==> src/rtl/apb_master_arbiter.sv <==
// Round-robin arbiter plus APB-2 master that shares one slave among NREQ requesters.
// A HOLD phase with PSELx low lets the slave's one-cycle-lagging FSM execute exactly once.
module apb_master_arbiter #(
    parameter int unsigned NREQ       = 4,
    parameter int unsigned ADDR_WIDTH = 8,
    parameter int unsigned DATA_WIDTH = 8
) (
    input  logic                       PCLK,
    input  logic                       PRESET,
    input  logic [NREQ-1:0]            req,
    input  logic [NREQ-1:0]            req_write,
    input  logic [NREQ*ADDR_WIDTH-1:0] req_addr,
    input  logic [NREQ*DATA_WIDTH-1:0] req_wdata,
    output logic [NREQ-1:0]            req_ack,
    output logic [NREQ-1:0]            rsp_valid,
    output logic [DATA_WIDTH-1:0]      rsp_rdata,
    output logic                       busy,
    output logic                       PSELx,
    output logic                       PENABLE,
    output logic                       PWRITE,
    output logic [ADDR_WIDTH-1:0]      PADDR,
    output logic [DATA_WIDTH-1:0]      PWDATA,
    input  logic [DATA_WIDTH-1:0]      PRDATA
);

    localparam int unsigned IdxW = $clog2(NREQ);

    typedef enum logic [2:0] {
        StIdle,
        StSetup,
        StAccess,
        StHold,
        StDone
    } state_e;

    state_e                state_q, state_d;
    logic [IdxW-1:0]       ptr_q, ptr_d;
    logic [IdxW-1:0]       winner_q, winner_d;
    logic                  pwrite_q, pwrite_d;
    logic [ADDR_WIDTH-1:0] paddr_q, paddr_d;
    logic [DATA_WIDTH-1:0] pwdata_q, pwdata_d;
    logic [NREQ-1:0]       rsp_valid_q, rsp_valid_d;
    logic [DATA_WIDTH-1:0] rsp_rdata_q, rsp_rdata_d;

    logic                  grant_valid;
    logic [IdxW-1:0]       grant_idx;

    logic [ADDR_WIDTH-1:0] addr_arr  [NREQ];
    logic [DATA_WIDTH-1:0] wdata_arr [NREQ];

    // Index 'off' positions after 'base', wrapping NREQ-1 -> 0.
    function automatic logic [IdxW-1:0] rr_idx(input logic [IdxW-1:0] base,
                                               input int unsigned off);
        int unsigned sum;
        sum = (32'(base) + off) % NREQ;
        return sum[IdxW-1:0];
    endfunction

    function automatic logic [NREQ-1:0] onehot(input logic [IdxW-1:0] idx);
        logic [NREQ-1:0] v;
        v      = '0;
        v[idx] = 1'b1;
        return v;
    endfunction

    for (genvar g = 0; g < NREQ; g++) begin : g_unpack
        assign addr_arr[g]  = req_addr[g*ADDR_WIDTH +: ADDR_WIDTH];
        assign wdata_arr[g] = req_wdata[g*DATA_WIDTH +: DATA_WIDTH];
    end

    // ptr_q holds the first index to search, i.e. one past the last winner.
    always_comb begin
        grant_valid = 1'b0;
        grant_idx   = ptr_q;
        for (int unsigned off = 0; off < NREQ; off++) begin
            if (!grant_valid && req[rr_idx(ptr_q, off)]) begin
                grant_valid = 1'b1;
                grant_idx   = rr_idx(ptr_q, off);
            end
        end
    end

    always_ff @(posedge PCLK) begin
        if (PRESET) begin
            state_q     <= StIdle;
            ptr_q       <= '0;
            winner_q    <= '0;
            pwrite_q    <= 1'b0;
            paddr_q     <= '0;
            pwdata_q    <= '0;
            rsp_valid_q <= '0;
            rsp_rdata_q <= '0;
        end else begin
            state_q     <= state_d;
            ptr_q       <= ptr_d;
            winner_q    <= winner_d;
            pwrite_q    <= pwrite_d;
            paddr_q     <= paddr_d;
            pwdata_q    <= pwdata_d;
            rsp_valid_q <= rsp_valid_d;
            rsp_rdata_q <= rsp_rdata_d;
        end
    end

    always_comb begin
        state_d     = state_q;
        ptr_d       = ptr_q;
        winner_d    = winner_q;
        pwrite_d    = pwrite_q;
        paddr_d     = paddr_q;
        pwdata_d    = pwdata_q;
        rsp_valid_d = '0;
        rsp_rdata_d = rsp_rdata_q;
        unique case (state_q)
            StIdle: begin
                if (grant_valid) begin
                    state_d  = StSetup;
                    winner_d = grant_idx;
                    ptr_d    = rr_idx(grant_idx, 1);
                    pwrite_d = req_write[grant_idx];
                    paddr_d  = addr_arr[grant_idx];
                    pwdata_d = wdata_arr[grant_idx];
                end
            end
            StSetup:  state_d = StAccess;
            StAccess: state_d = StHold;
            StHold:   state_d = StDone;
            StDone: begin
                // Slave registered PRDATA at the end of HOLD; capture it now.
                state_d     = StIdle;
                rsp_valid_d = onehot(winner_q);
                rsp_rdata_d = pwrite_q ? '0 : PRDATA;
            end
            default: state_d = StIdle;
        endcase
    end

    always_comb begin
        PSELx   = 1'b0;
        PENABLE = 1'b0;
        req_ack = '0;
        busy    = (state_q != StIdle);
        unique case (state_q)
            StSetup: begin
                PSELx   = 1'b1;
                req_ack = onehot(winner_q);
            end
            StAccess: begin
                PSELx   = 1'b1;
                PENABLE = 1'b1;
            end
            default: ;
        endcase
    end

    assign PWRITE    = pwrite_q;
    assign PADDR     = paddr_q;
    assign PWDATA    = pwdata_q;
    assign rsp_valid = rsp_valid_q;
    assign rsp_rdata = rsp_rdata_q;

    a_ack_onehot: assert property (@(posedge PCLK) disable iff (PRESET) $onehot0(req_ack));
    a_rsp_onehot: assert property (@(posedge PCLK) disable iff (PRESET) $onehot0(rsp_valid));
    a_ack_rsp_excl: assert property (@(posedge PCLK) disable iff (PRESET)
                                     !((|req_ack) && (|rsp_valid)));

endmodule

==> config.mk <==
export PLATFORM = sky130hd
export DESIGN_NAME = apb_master_arbiter
export DESIGN_NICKNAME = d
export VERILOG_FILES = /design/src/rtl/apb_master_arbiter.sv
export SDC_FILE = /design/constraint.sdc
export NUM_CORES = 1
export LEC_CHECK = 0
export CAP_MARGIN = 15
export CELL_PAD_IN_SITES_DETAIL_PLACEMENT = 0
export CELL_PAD_IN_SITES_GLOBAL_PLACEMENT = 2
export CORE_MARGIN = 1
export CORE_UTILIZATION = 20
export DETAILED_ROUTE_END_ITERATION = 10
export PLACE_DENSITY = 0.86
export SLEW_MARGIN = 15
export SYNTH_ARGS = -nofsm -noshare
export SYNTH_HDL_FRONTEND = slang
export SYNTH_SLANG_ARGS = --single-unit
==> constraint.sdc <==
create_clock -name PCLK -period 2.05 [get_ports PCLK]
set_input_delay 0.3075 -clock PCLK [delete_from_list [all_inputs] [get_ports PCLK]]
set_output_delay 0.3075 -clock PCLK [all_outputs]
set_load 0.01 [all_outputs]
==> results by group <==
Logic synthesis
  • Syn Area/Cell: 10.0 um2
  • Synthesized area: 2160 um2
  • Register bit count reported by yosys: 36
  • Count of cell types in the netlist: 36
  • Post-synth EDFFs: 0
  • Async SR Flop Fraction: 0%
  • Seq/Total Area, Yosys: 33.4%
  • Synth warnings: 0
  • Post-Syn Nets: 298
  • Syn Inst Count: 216
  • Most used flip-flop cell after synthesis: dfxtp_1

Cells and area
  • Most frequent cells in the layout: clkdlybuf4s50_1, a21oi_1, dfxtp_1
  • Antenna cells: 0
  • Nets: 433
  • Layout cell share with drive strength beyond 1: 23.9%
  • Layout Cells excl Fill: 488
  • Multi-input combinational cell area: 1350 um2
  • Syn-to-layout area delta: 78.5%
  • Register Area: 723 um2
  • Fill count: 1069
  • Most common cell after layout, fill and taps aside: clkdlybuf4s50_1

Timing
  • Slew @ Worst Pin: 0.680 ns
  • Tcrit/Tclk final: 96.0%
  • Hold Fails Final Rpt: 0
  • Setup violators final: 0
  • Minimum hold slack: 0.484 ns
  • Max-slew headroom: 54.6%
  • Clock skew: 0.00315 ns
  • Fmax: 508 MHz
  • Min cycle time layout: 1.97 ns
  • Final Max Tran Viols: 0

Worst setup path
  • Worst endpoint required time: 2.25 ns
  • R2R Path End: PADDR[7]
  • WP data arrival: 2.17 ns
  • Depth of the worst register-to-register path: 5
  • Critical path class: input pin to register
  • Worst reg-to-reg setup slack: 0.27 ns
  • Crit start category: input pin
  • Reg-to-Reg Start: ptr_q[1]
  • Crit-path max FO: 8
  • Crit end category: register

Global route
  • GRT busiest layer: met2
  • Initial antenna violation count: 0
  • Total grt overflow: 0
  • Met3 usage: 3.31%
  • Total GRT Usage: 12.4%
  • Met1 Use GR: 14.2%
  • Met2 Use GR: 22.5%
  • Global-route wire length before repair: 10900 um
  • Largest net degree at the start of global routing: 28
  • Vias in the first global route: 2219

Place
  • IO Port Bufs: 117
  • HPWL after DPL: 5080 um
  • Post-placement cell count: 476
  • Gp weighted congestion: 0.772

Power
  • Net Sw Frac: 32.0%
  • Net switching power: 0.879 mW
  • Worst vdd ir: 0.269 mV
  • Comb pwr share: 45.0%
  • Reg power frac: 32.0%
  • LEAKAGE: 1.42 nW
  • Clock power frac: 22.9%
  • Int Power: 1.87 mW
  • PwrDens: 712 nW/um2

Routing
  • ANT nets after route: 0
  • Final wirelength: 6920 um
  • Residual DRC: 0
  • Drt pass-1 iters: 4
  • DR iter-0 viols: 64
  • Avg Vias per Cell: 4.55
  • Vias: 2220
  • Drt wl/cell: 14.2 um

Clock tree
  • CTS H-tree lvls: 2
  • TritonCTS buffer count: 5
  • Cts hold-fix bufs: 0
  • CTS clk-pin slew, worst paths: 0.08 ns
  • Clk Latency, worst-skew pair: 0.29 ns
  • Clk sinks: 36
  • CTS Root Cell: clkbuf_8
  • Clock Tree Buf Depth: 2
  • CTS tree: yes

Hold path
  • WHS Path Cells: 1
  • Hold_sp: rsp_rdata[1]
  • Hold/Removal Path Class: register to register
  • WHS Endpoint: rsp_rdata[1]

Floorplanning
  • Die Ht: 106 um
  • Die area: 11200 um2
  • Initial Utilization: 20.7%
  • Core region area: 10400 um2
  • I/O pin total: 118
  • Die X-Extent: 106 um
  • Num rows: 37

Outcome
  • Status: completed

Job
  • Max cap viols: 0
==> cell families after synthesis <==
logic type	count (synthesis)	synth area share (%)
AO/OA/AOI/OAI	89	32.5
flip-flops	36	33.4
AND/OR/NAND/NOR	36	10.5
multiplexers	35	17.2
buffers and inverters	18	5.56
XOR/XNOR	2	0.811
==> how the worst max path moves through the flow <==
stage               startpoint         end  slack [ns]  cells past startpoint
CTS                     req[1]   PWDATA[6]       0.005                      8
finish                  req[2]   PWDATA[1]        0.08                      8
detailed placement      req[3]    PADDR[7]       -0.79                      6
floorplan             ptr_q[1]    PADDR[2]        0.12                      6
global placement        req[3]    PADDR[0]       -0.70                      6
global route        state_q[2]  req_ack[1]     -0.0007                      3
==> critical path, cell delays in order <==
cell and delay, ns:
clkdlybuf4s15_1 0.22, or4_4 0.58, a21oi_4 0.21, buf_6 0.12, buf_12 0.11, a21oi_1 0.07, mux2_4 0.31, o32ai_4 0.24
==> power by group through the flow <==
stage,logic (mW),registers (mW),clock network [mW]
2_1_floorplan,0.614,0.902,0
3_3_place_gp,1.19,0.888,0
3_5_place_dp,1.21,0.892,0
4_1_cts,1.24,0.877,0.658
5_1_grt,1.33,0.895,0.688
6_report,1.24,0.879,0.629
==> routing by layer <==
layer | wire, um | share of wire [%]
met5 | 0 | 0
met4 | 87 | 1.3
met3 | 441 | 6.4
met2 | 3500 | 51
met1 | 2890 | 42
==> sequential cells by signal (all words and copies together), names as in the netlist <==
register and cells:
rsp_rdata 8, winner_q 2, PWRITE 1, PWDATA 8, state_q 3, ptr_q 2
PADDR 8, rsp_valid 4
==> synthesized netlist by cell type, types with 2 or more instances <==
master	instances	area share (%)
nor2b_1	2	0.58
buf_6	5	2.6
nor3_1	6	1.4
buf_4	2	0.70
nand2b_1	2	0.58
nand2_1	2	0.35
a21oi_1	56	13
dfxtp_1	36	33
mux2i_1	18	8.3
clkbuf_1	4	0.70
nor2_1	10	1.7
a22o_1	8	3.2
buf_2	6	1.4
mux2_2	17	8.9
o32ai_2	17	13
nand3b_1	2	0.70
xnor2_1	2	0.81
nor3b_1	3	1.0
==> metrics by stage <==
| stage | setup WS [ns] | instance area [um2] | TNS (ns) | utilization [%] | power [mW] |
|---|---|---|---|---|---|
| 6_report | 0.0814 | 3850 | 0 | 37.0 | 2.74 |
| 5_1_grt | -0.000718 | 3850 | -0.000718 | 37.0 | 2.92 |
| 4_1_cts | 0.00518 | 3830 | 0 | 36.8 | 2.78 |
| 3_5_place_dp | -0.788 | 3660 | -14.01 | 35.1 | 2.10 |
| 3_3_place_gp | -0.704 | 3660 | -13.09 | 35.1 | 2.08 |
| 2_1_floorplan | 0.119 | 2160 | 0 | - | 1.52 |
==> final cells by class <==
type | instances | area share, %
tap | 136 | 4.41
clock inverter | 3 | 1.10
multi-input combinational | 162 | 35.1
sequential | 36 | 18.8
clock buffer | 5 | 1.79
timing repair buffer | 145 | 38.8
inverter | 1 | 0.0974
==> what timing repair did <==
item,4_1_cts,5_1_grt
endpoints found under the setup margin,23,19
setup buffers,4,0
pin swaps,3,3
gates cloned,1,0
gates resized for setup,14,9
(Power assumes the default switching activity.)
